<file path="src/rtl/const_div_pkg.sv">
// Shared defaults, state encoding and digit/remainder types for the
// constant-divisor sequential divider.
package const_div_pkg;

   // Defaults: 60-bit dividend, divisor 241, radix-256 digits.
   localparam int unsigned W_DEF       = 60;
   localparam int unsigned DIVISOR_DEF = 241;
   localparam int unsigned DIGIT_DEF   = 8;
   localparam int unsigned NDIG        = (W_DEF + DIGIT_DEF - 1) / DIGIT_DEF;
   // Remainder width; holds 0..DIVISOR-1 for any divisor below 256.
   localparam int unsigned R_W         = 8;

   typedef enum logic [1:0] {
      StIdle,
      StRun,
      StDone
   } state_e;

   typedef logic [DIGIT_DEF-1:0] digit_t;
   typedef logic [R_W-1:0]       rem_t;

endpackage

</file>
<file path="src/rtl/const_div_digit.sv">
// One long-division step by a constant: t = r_in*256 + d, qd = t / DIVISOR,
// r_out = t mod DIVISOR. Built as eight conditional subtractions of the
// shifted constant, so no generic divider is inferred.
module const_div_digit
   import const_div_pkg::*;
#(
   parameter int unsigned DIVISOR = DIVISOR_DEF
) (
   input  rem_t   r_in,
   input  digit_t d,
   output digit_t qd,
   output rem_t   r_out
);

   localparam logic [15:0] Div16 = 16'(DIVISOR);

   logic [15:0] acc;

   // Restoring reduction: r_in < DIVISOR keeps t below DIVISOR<<8, so the
   // quotient digit fits in 8 bits and the final residue below DIVISOR.
   always_comb begin
      acc = {r_in, d};
      qd  = '0;
      for (int i = 7; i >= 0; i--) begin
         if (acc >= (Div16 << i)) begin
            acc   = acc - (Div16 << i);
            qd[i] = 1'b1;
         end
      end
      r_out = acc[R_W-1:0];
   end

endmodule

</file>
<file path="src/rtl/const_div_seq.sv">
// Sequential radix-256 divider by a constant divisor. Walks the dividend
// one digit per cycle, most significant first, through const_div_digit.
// Optional macro CONST_DIV_SKIP_ZERO_EN starts at the most significant
// nonzero digit instead of the top digit, shortening latency for small
// dividends without changing results.
module const_div_seq
   import const_div_pkg::*;
#(
   parameter int unsigned W       = W_DEF,
   parameter int unsigned DIVISOR = DIVISOR_DEF,
   parameter int unsigned DIGIT   = DIGIT_DEF
) (
   input  logic         clk,
   input  logic         rst,
   input  logic         in_valid,
   output logic         in_ready,
   input  logic [W-1:0] dividend,
   output logic         out_valid,
   input  logic         out_ready,
   output logic [W-1:0] quotient,
   output logic [R_W-1:0] remainder,
   output logic         busy
);

   localparam int unsigned NumDig = (W + DIGIT - 1) / DIGIT;
   localparam int unsigned ExtW   = NumDig * DIGIT;
   localparam int unsigned KW     = (NumDig > 1) ? $clog2(NumDig) : 1;
   localparam logic [KW-1:0] KTop = KW'(NumDig - 1);

   state_e          state_q, state_d;
   logic [ExtW-1:0] dvd_q, dvd_d;
   logic [W-1:0]    quot_q, quot_d;
   rem_t            rem_q, rem_d;
   logic [KW-1:0]   k_q, k_d;
   logic            in_ready_q, in_ready_d;
   logic            out_valid_q, out_valid_d;
   logic            busy_q, busy_d;

   logic [ExtW-1:0] ext_dvd;
   logic [KW-1:0]   k_load;
   digit_t          cur_digit;
   digit_t          qd;
   rem_t            r_next;

   assign ext_dvd   = ExtW'(dividend);
   assign cur_digit = dvd_q[k_q*DIGIT +: DIGIT];

   const_div_digit #(
      .DIVISOR (DIVISOR)
   ) u_digit (
      .r_in  (rem_q),
      .d     (cur_digit),
      .qd    (qd),
      .r_out (r_next)
   );

`ifdef CONST_DIV_SKIP_ZERO_EN
   // Start index = most significant nonzero digit; 0 for a zero dividend.
   always_comb begin
      k_load = '0;
      for (int unsigned i = 0; i < NumDig; i++) begin
         if (ext_dvd[i*DIGIT +: DIGIT] != '0) begin
            k_load = KW'(i);
         end
      end
   end
`else
   assign k_load = KTop;
`endif

   // Next-state and registered-output logic for the IDLE/RUN/DONE controller.
   always_comb begin
      state_d     = state_q;
      dvd_d       = dvd_q;
      quot_d      = quot_q;
      rem_d       = rem_q;
      k_d         = k_q;
      in_ready_d  = in_ready_q;
      out_valid_d = out_valid_q;
      busy_d      = busy_q;
      unique case (state_q)
         StIdle: begin
            if (in_valid) begin
               dvd_d      = ext_dvd;
               quot_d     = '0;
               rem_d      = '0;
               k_d        = k_load;
               in_ready_d = 1'b0;
               busy_d     = 1'b1;
               state_d    = StRun;
            end
         end
         StRun: begin
            rem_d  = r_next;
            // Quotient digits above W are zero by construction; dropping
            // them on the shift keeps the register W bits wide.
            quot_d = {quot_q[W-DIGIT-1:0], qd};
            if (k_q == '0) begin
               busy_d      = 1'b0;
               out_valid_d = 1'b1;
               state_d     = StDone;
            end else begin
               k_d = k_q - 1'b1;
            end
         end
         StDone: begin
            if (out_ready) begin
               out_valid_d = 1'b0;
               in_ready_d  = 1'b1;
               k_d         = KTop;
               state_d     = StIdle;
            end
         end
         default: begin
            state_d     = StIdle;
            in_ready_d  = 1'b1;
            out_valid_d = 1'b0;
            busy_d      = 1'b0;
         end
      endcase
   end

   // State and datapath registers; reset aborts any division in flight.
   always_ff @(posedge clk or posedge rst) begin
      if (rst) begin
         state_q     <= StIdle;
         dvd_q       <= '0;
         quot_q      <= '0;
         rem_q       <= '0;
         k_q         <= KTop;
         in_ready_q  <= 1'b1;
         out_valid_q <= 1'b0;
         busy_q      <= 1'b0;
      end else begin
         state_q     <= state_d;
         dvd_q       <= dvd_d;
         quot_q      <= quot_d;
         rem_q       <= rem_d;
         k_q         <= k_d;
         in_ready_q  <= in_ready_d;
         out_valid_q <= out_valid_d;
         busy_q      <= busy_d;
      end
   end

   assign in_ready  = in_ready_q;
   assign out_valid = out_valid_q;
   assign busy      = busy_q;
   assign quotient  = quot_q;
   assign remainder = rem_q;

endmodule

</file>
<file path="config.mk">
export PLATFORM = sky130hd
export DESIGN_NAME = const_div_seq
export DESIGN_NICKNAME = d
export VERILOG_FILES = /design/src/rtl/const_div_pkg.sv /design/src/rtl/const_div_digit.sv /design/src/rtl/const_div_seq.sv
export SDC_FILE = /design/constraint.sdc
export NUM_CORES = 1
export LEC_CHECK = 0
export CAP_MARGIN = 25
export CORE_UTILIZATION = 41
export CTS_CLUSTER_SIZE = 28
export DETAILED_ROUTE_END_ITERATION = 10
export PLACE_DENSITY = 0.65
export SYNTH_ARGS = -nofsm -noshare
export SYNTH_HDL_FRONTEND = slang
export SYNTH_SLANG_ARGS = --single-unit
</file>
<file path="constraint.sdc">
create_clock -name clk -period 11.4 [get_ports clk]
set_input_delay 1.14 -clock clk [delete_from_list [all_inputs] [get_ports clk]]
set_output_delay 1.14 -clock clk [all_outputs]
set_load 0.01 [all_outputs]
</file>
==> flow_summary.yaml, run 1 <==
synth:
  async_flop_share: 1.00
  syn_inst: 1173
  ys_types: 116
  syn_area_um2: 9680
  ys_ff_latch: 136
  synth_edf_count: 0
  syn_avg_cell_area_um2: 8.25
  synth-main-ff-cell: "dfrtp_1"
  synthesis.nets: 1248
  yosysWarnings: 0
  seq_area_frac_synth: 0.352
sta:
  fin_setup_tns_ns: 0
  period_minus_slack_ns: 10.54
  clock_skew_ns: 0.00792
  rsz0062_at_grt: "false"
  worstMarginPinSlew_ns: 0.924
  timing.fmax_mhz: 94.9
  maxSlewViolCount: 0
  final-hold-violation-count: 0
  final-setup-viol-count: 0
  post-route-period-util: 0.924
  slew_headroom: 0.376
detailed_routing:
  wl_mm: 28.0
  vias_per_cell: 5.68
  first_iter_violations: 621
  dr.pass1.iters: 5
  num_vias: 9102
  drc: 0
  ant_nets: 0
  wire_per_inst_um: 17.5
global_routing:
  antenna_found_initial: 0
  grt_pass1_wl_mm: 45.6
  grt_use_total: 0.237
  gr-total-overflow: 0
  grt_max_degree: 75
  grt_pass1_vias: 8505
floorplanning:
  die_y_um: 156
  die_area_um2: 24200
  rows: 55
  die_w_um: 156
  initial_core_util: 0.423
  io_pins: 135
  core-area_um2: 22900
worst_setup_path:
  r2r-end: "remainder[0]"
  reg2reg_from: "k_q[0]"
  startpoint_type: "flip-flop"
  path_max_fanout: 15
  crit_path_end_kind: "flip-flop"
  crit_type: "reg2reg"
  critPathRequiredTime_ns: 11.68
  slowest_stage: "dfstp_2"
  cp_data_arrival_time_ns: 10.81
  slowest_delay_ns: 0.70
  cp_common_cell: "xnor2_2"
  worst-r2r-cell-count: 40
  reg2reg_setup_slack_ns: 0.86
cells_and_area:
  final_cells: 1603
  drive_above_1_share: 0.113
  final.fill_count: 2126
  syn_to_final_growth_pct: 22.9
  antennaDiodeCount: 0
  nets: 1353
clock_network:
  cts_inserted_buffers: 17
  cts.sinks: 136
  cts.clk_slew.worst_paths_ns: 0.06
  cts_tree: "yes"
  htree_levels: 4
  clockBufferDepth: 2
  clk_latency_ns: 0.41
  cts-root-buf: "clkbuf_16"
placed_design:
  dp_cells: 1569
  dp_hpwl_mm: 20.4
  io_buffers: 134
  routabilityCongestion: 0.900
worst_hold_path:
  min_to: "dvd_q[5]"
  whs_path_depth: 2
  hold_class: "reg2reg"
  worstHoldStart: "dvd_q[5]"
flow_run:
  maxCapViolations: 0
status:
  status: "finished, final reports clean"
-- cell type report --
cell class	instances	area [µm²]	share of cell area
multi-input cells	948	5930	0.498
flip-flops and latches	136	3410	0.286
repair buffers	156	1520	0.128
clock buffers	22	484	0.0407
well taps	313	392	0.0329
clock inverters	9	90.1	0.00757
inverters	19	76.3	0.00641
-- per-layer routing --
layer / part of all wire / track usage / vias to the layer above
met1: 0.46 / 0.332 / 4396
met2: 0.47 / 0.374 / 285
met4: 0.020 / 0.0756 / 0
li1: - / - / 4381
met5: 0 / 0 / -
met3: 0.051 / 0.0364 / 40
-- through the flow --
step	worst slack [ns]	utilization	instance area, µm²	hold slack [ns]
6_report	0.865	0.519	11900	0.472
5_1_grt	0.0300	0.519	11900	0.495
4_1_cts	0.329	0.515	11800	0.477
3_5_place_dp	0.412	0.490	11200	0.462
3_3_place_gp	0.771	0.490	11200	0.459
2_1_floorplan	1.50	-	9680	0.440
-- cells by family after synthesis --
group,after synthesis,synth area share
flip-flops,136,0.352
adder cells (fa/ha/maj),11,0.0142
buffers and inverters,89,0.0441
XOR/XNOR,34,0.0337
AO/OA/AOI/OAI,281,0.219
AND/OR/NAND/NOR,579,0.278
multiplexers,43,0.0590
-- synth_stat cells, types with 7 or more instances --
cell type / number / area [µm²]
buf_2: 8 / 40.0
nor2b_1: 7 / 43.8
or3_1: 9 / 56.3
clkbuf_1: 45 / 169
nor4_1: 11 / 68.8
inv_1: 18 / 67.6
nor2_1: 60 / 225
o21ai_0: 87 / 435
ha_1: 11 / 138
nand3_1: 40 / 200
xnor2_1: 23 / 201
a31oi_1: 9 / 56.3
nand4_1: 9 / 56.3
o211ai_1: 15 / 113
mux4_2: 9 / 203
dfrtp_1: 132 / 3300
a211o_1: 7 / 61.3
o21ai_1: 9 / 45.0
and3_1: 8 / 50.1
nor3_1: 27 / 135
o31ai_1: 9 / 67.6
buf_6: 9 / 101
a211oi_1: 9 / 67.6
nand3b_1: 7 / 52.6
nand2_1: 335 / 1260
mux2i_1: 25 / 250
nand2b_1: 16 / 100
xor2_1: 8 / 70.1
and2_1: 9 / 56.3
a21oi_1: 31 / 155
-- repair_timing --
action,in CTS,in global routing
buffers inserted,0,2
setup endpoints to repair,0,9
hold buffers,0,0
gates resized for setup,0,13
-- state kept, by name, summed over array words and instances, names as in the netlist --
signal and flops:
dvd_q 60, busy 1, out_valid 1, state_q 2, k_q 3, remainder 8, in_ready 1, quotient 60
-- how the worst max path moves through the flow --
stage                      start            to  cells after the start
after global placement    k_q[0]  remainder[0]                     41
after CTS                 k_q[0]  remainder[0]                     40
after floorplan           k_q[1]  remainder[0]                     44
final                     k_q[0]  remainder[0]                     40
after global routing      k_q[0]  remainder[0]                     41
after detailed placement  k_q[0]  remainder[0]                     40
-- worst max-delay path, delay by kind of cell (launching register included) --
kind | cells | cell delay, ns
AOI/OAI and AO/OA | 12 | 2.75
xor gates and xnor gates | 5 | 1.18
adders and majority gates | 4 | 1.08
buffers and inverters | 1 | 0.28
DFF | 1 | 0.70
muxes | 1 | 0.44
and+or+nand+nor | 17 | 3.96
-- cells in the final DEF (no fill, tap or decap), types with 7 or more instances in the layout --
| master | n |
|---|---|
| o211ai_1 | 15 |
| clkdlybuf4s50_1 | 134 |
| nand2_1 | 335 |
| mux4_2 | 9 |
| xnor2_1 | 21 |
| a211oi_1 | 9 |
| xor2_1 | 8 |
| a21oi_1 | 30 |
| and2_1 | 9 |
| o21ai_1 | 9 |
| nand3_1 | 40 |
| nor2_1 | 60 |
| nand2b_1 | 14 |
| or3_1 | 9 |
| o21ai_0 | 87 |
| mux2i_1 | 24 |
| a211o_1 | 7 |
| dfrtp_1 | 132 |
| nor4_1 | 9 |
| nor3_1 | 27 |
| ha_1 | 10 |
| inv_1 | 17 |
| buf_4 | 21 |
| and3_1 | 8 |
| a31oi_1 | 9 |
| nand3b_1 | 7 |
| o31ai_1 | 8 |
| nand4_1 | 9 |
| clkbuf_16 | 17 |
Power of run 1 is left out: the tool's default activity adds up to more than one toggle a clock period on the data nets, which glitch-free logic cannot reach.
==> run 2: changes to the inputs <==
Settings changed: CORE_MARGIN from default to 2.
==> run 2 against run 1 <==
  * Fmax hardly changed
  * Clock skew is 0.0026 ns higher
  * Utilization fell by 0.94 points
  * First-iteration DRC count increased by 3.7%
  * Routed wire length grew 0.67%
  * Worst hold slack improved by 0.00058 ns
  * Final area about the same
  * Flip-flop and latch count unchanged
  * Critical path depth unchanged
  * Setup slack worse by 0.0045 ns
  * Sequential share of layout area barely moved
  * Final cell count grew 0.44%
==> flow_summary.yaml, run 2 (synthesis results as in run 1) <==
worst_setup_path:
  path_depth: 40
  crit_type: "reg2reg"
  worst-r2r-cell-count: 40
  startpoint_type: "flip-flop"
  slowest_stage: "dfstp_4"
  critPathRequiredTime_ns: 11.68
  crit_path_end_kind: "flip-flop"
  cp_data_arrival_time_ns: 10.82
  slowest_delay_ns: 0.80
  reg2reg_setup_slack_ns: 0.86
  cpLargestDelayFamily: "simple AND/OR/NAND/NOR gates"
  path_max_fanout: 24
  cp.buffers_inverters: 1
sta:
  worstMarginPinSlew_ns: 0.853
  rsz0062_at_grt: "false"
  final-hold-violation-count: 0
  fin_setup_tns_ns: 0
  timing.fmax_mhz: 94.9
  clock_skew_ns: 0.0106
  period_minus_slack_ns: 10.54
  maxSlewViolCount: 0
  slew_headroom: 0.428
  final-setup-viol-count: 0
  post-route-period-util: 0.925
placed_design:
  io_buffers: 134
  dp_hpwl_mm: 20.7
  dp_cells: 1576
  routabilityCongestion: 0.929
detailed_routing:
  dr.pass1.iters: 5
  wl_mm: 28.2
  first_iter_violations: 644
  num_vias: 9113
  ant_nets: 0
  vias_per_cell: 5.66
  wire_per_inst_um: 17.5
  drc: 0
floorplanning:
  core-area_um2: 23300
  die_w_um: 158
  initial_core_util: 0.415
  rows: 56
  die_area_um2: 24900
  io_pins: 135
  die_y_um: 158
cells_and_area:
  final_cell_mix: "nand2_1 (335), clkdlybuf4s50_1 (134), dfrtp_1 (132)"
  final_cells: 1610
  syn_to_final_growth_pct: 22.9
  final.fill_count: 2209
  drive_above_1_share: 0.112
  antennaDiodeCount: 0
  layout_commonest_cell: "nand2_1"
  seqCellArea_um2: 3410
  multi_input_comb_area_um2: 5910
  nets: 1354
global_routing:
  grt_use_total: 0.231
  gr-total-overflow: 0
  grt_pass1_wl_mm: 45.8
  antenna_found_initial: 0
  grt_max_degree: 76
  grt_pass1_vias: 8656
clock_network:
  cts-root-buf: "clkbuf_16"
  clk_latency_ns: 0.42
  cts.clk_slew.worst_paths_ns: 0.06
  cts_inserted_buffers: 17
  cts_tree: "yes"
  clockBufferDepth: 2
  htree_levels: 4
  cts.sinks: 136
worst_hold_path:
  whs_path_depth: 2
  hold_class: "reg2reg"
flow_run:
  maxCapViolations: 0
status:
  status: "finished, final reports clean"
## run 2: path summary, 6_finish.rpt
check,from,to
setup / recovery,k_q[0],remainder[0]
hold / removal,dvd_q[6],dvd_q[6]
setup reg to reg,k_q[0],remainder[0]
hold reg to reg,dvd_q[6],dvd_q[6]
max in group asynchronous,rst,k_q[0]
min in group asynchronous,rst,dvd_q[33]
## run 2: metrics by stage
step / hold slack [ns] / setup slack [ns] / utilization / cell area [µm²]
finish: 0.473 / 0.860 / 0.510 / 11900
global route: 0.492 / 0.0747 / 0.510 / 11900
CTS: 0.477 / 0.247 / 0.506 / 11800
detailed placement: 0.463 / 0.322 / 0.482 / 11200
global placement: 0.455 / 0.538 / 0.482 / 11200
floorplan: 0.440 / 1.50 / - / 9680
## run 2: per-layer routing
layer,routed length [µm],global-route usage,vias up
li1,-,-,4396
met1,13200,0.328,4382
met2,13100,0.368,295
met5,0,0,-
met4,592,0.0714,0
met3,1350,0.0307,40
## run 2: final cells by class
cell class,count,share of cell area
Inverter,19,0.00641
Timing Repair Buffer,157,0.129
Clock buffer,18,0.0369
Tap cell,319,0.0335
Sequential cell,136,0.287
Multi-Input combinational cell,948,0.497
Clock inverter,13,0.0103
## run 2: worst min-delay path, stage by stage, from the launching register on
cell	delay [ns]
dfrtp_1	0.34
nand2_1	0.05
nand2_1	0.05
## run 2: what timing repair did
action	in CTS	in global routing
resized for setup	0	11
setup buffers	0	1
hold buffers	0	0
setup endpoints to repair	0	9
Power of run 2 is left out for the same reason.
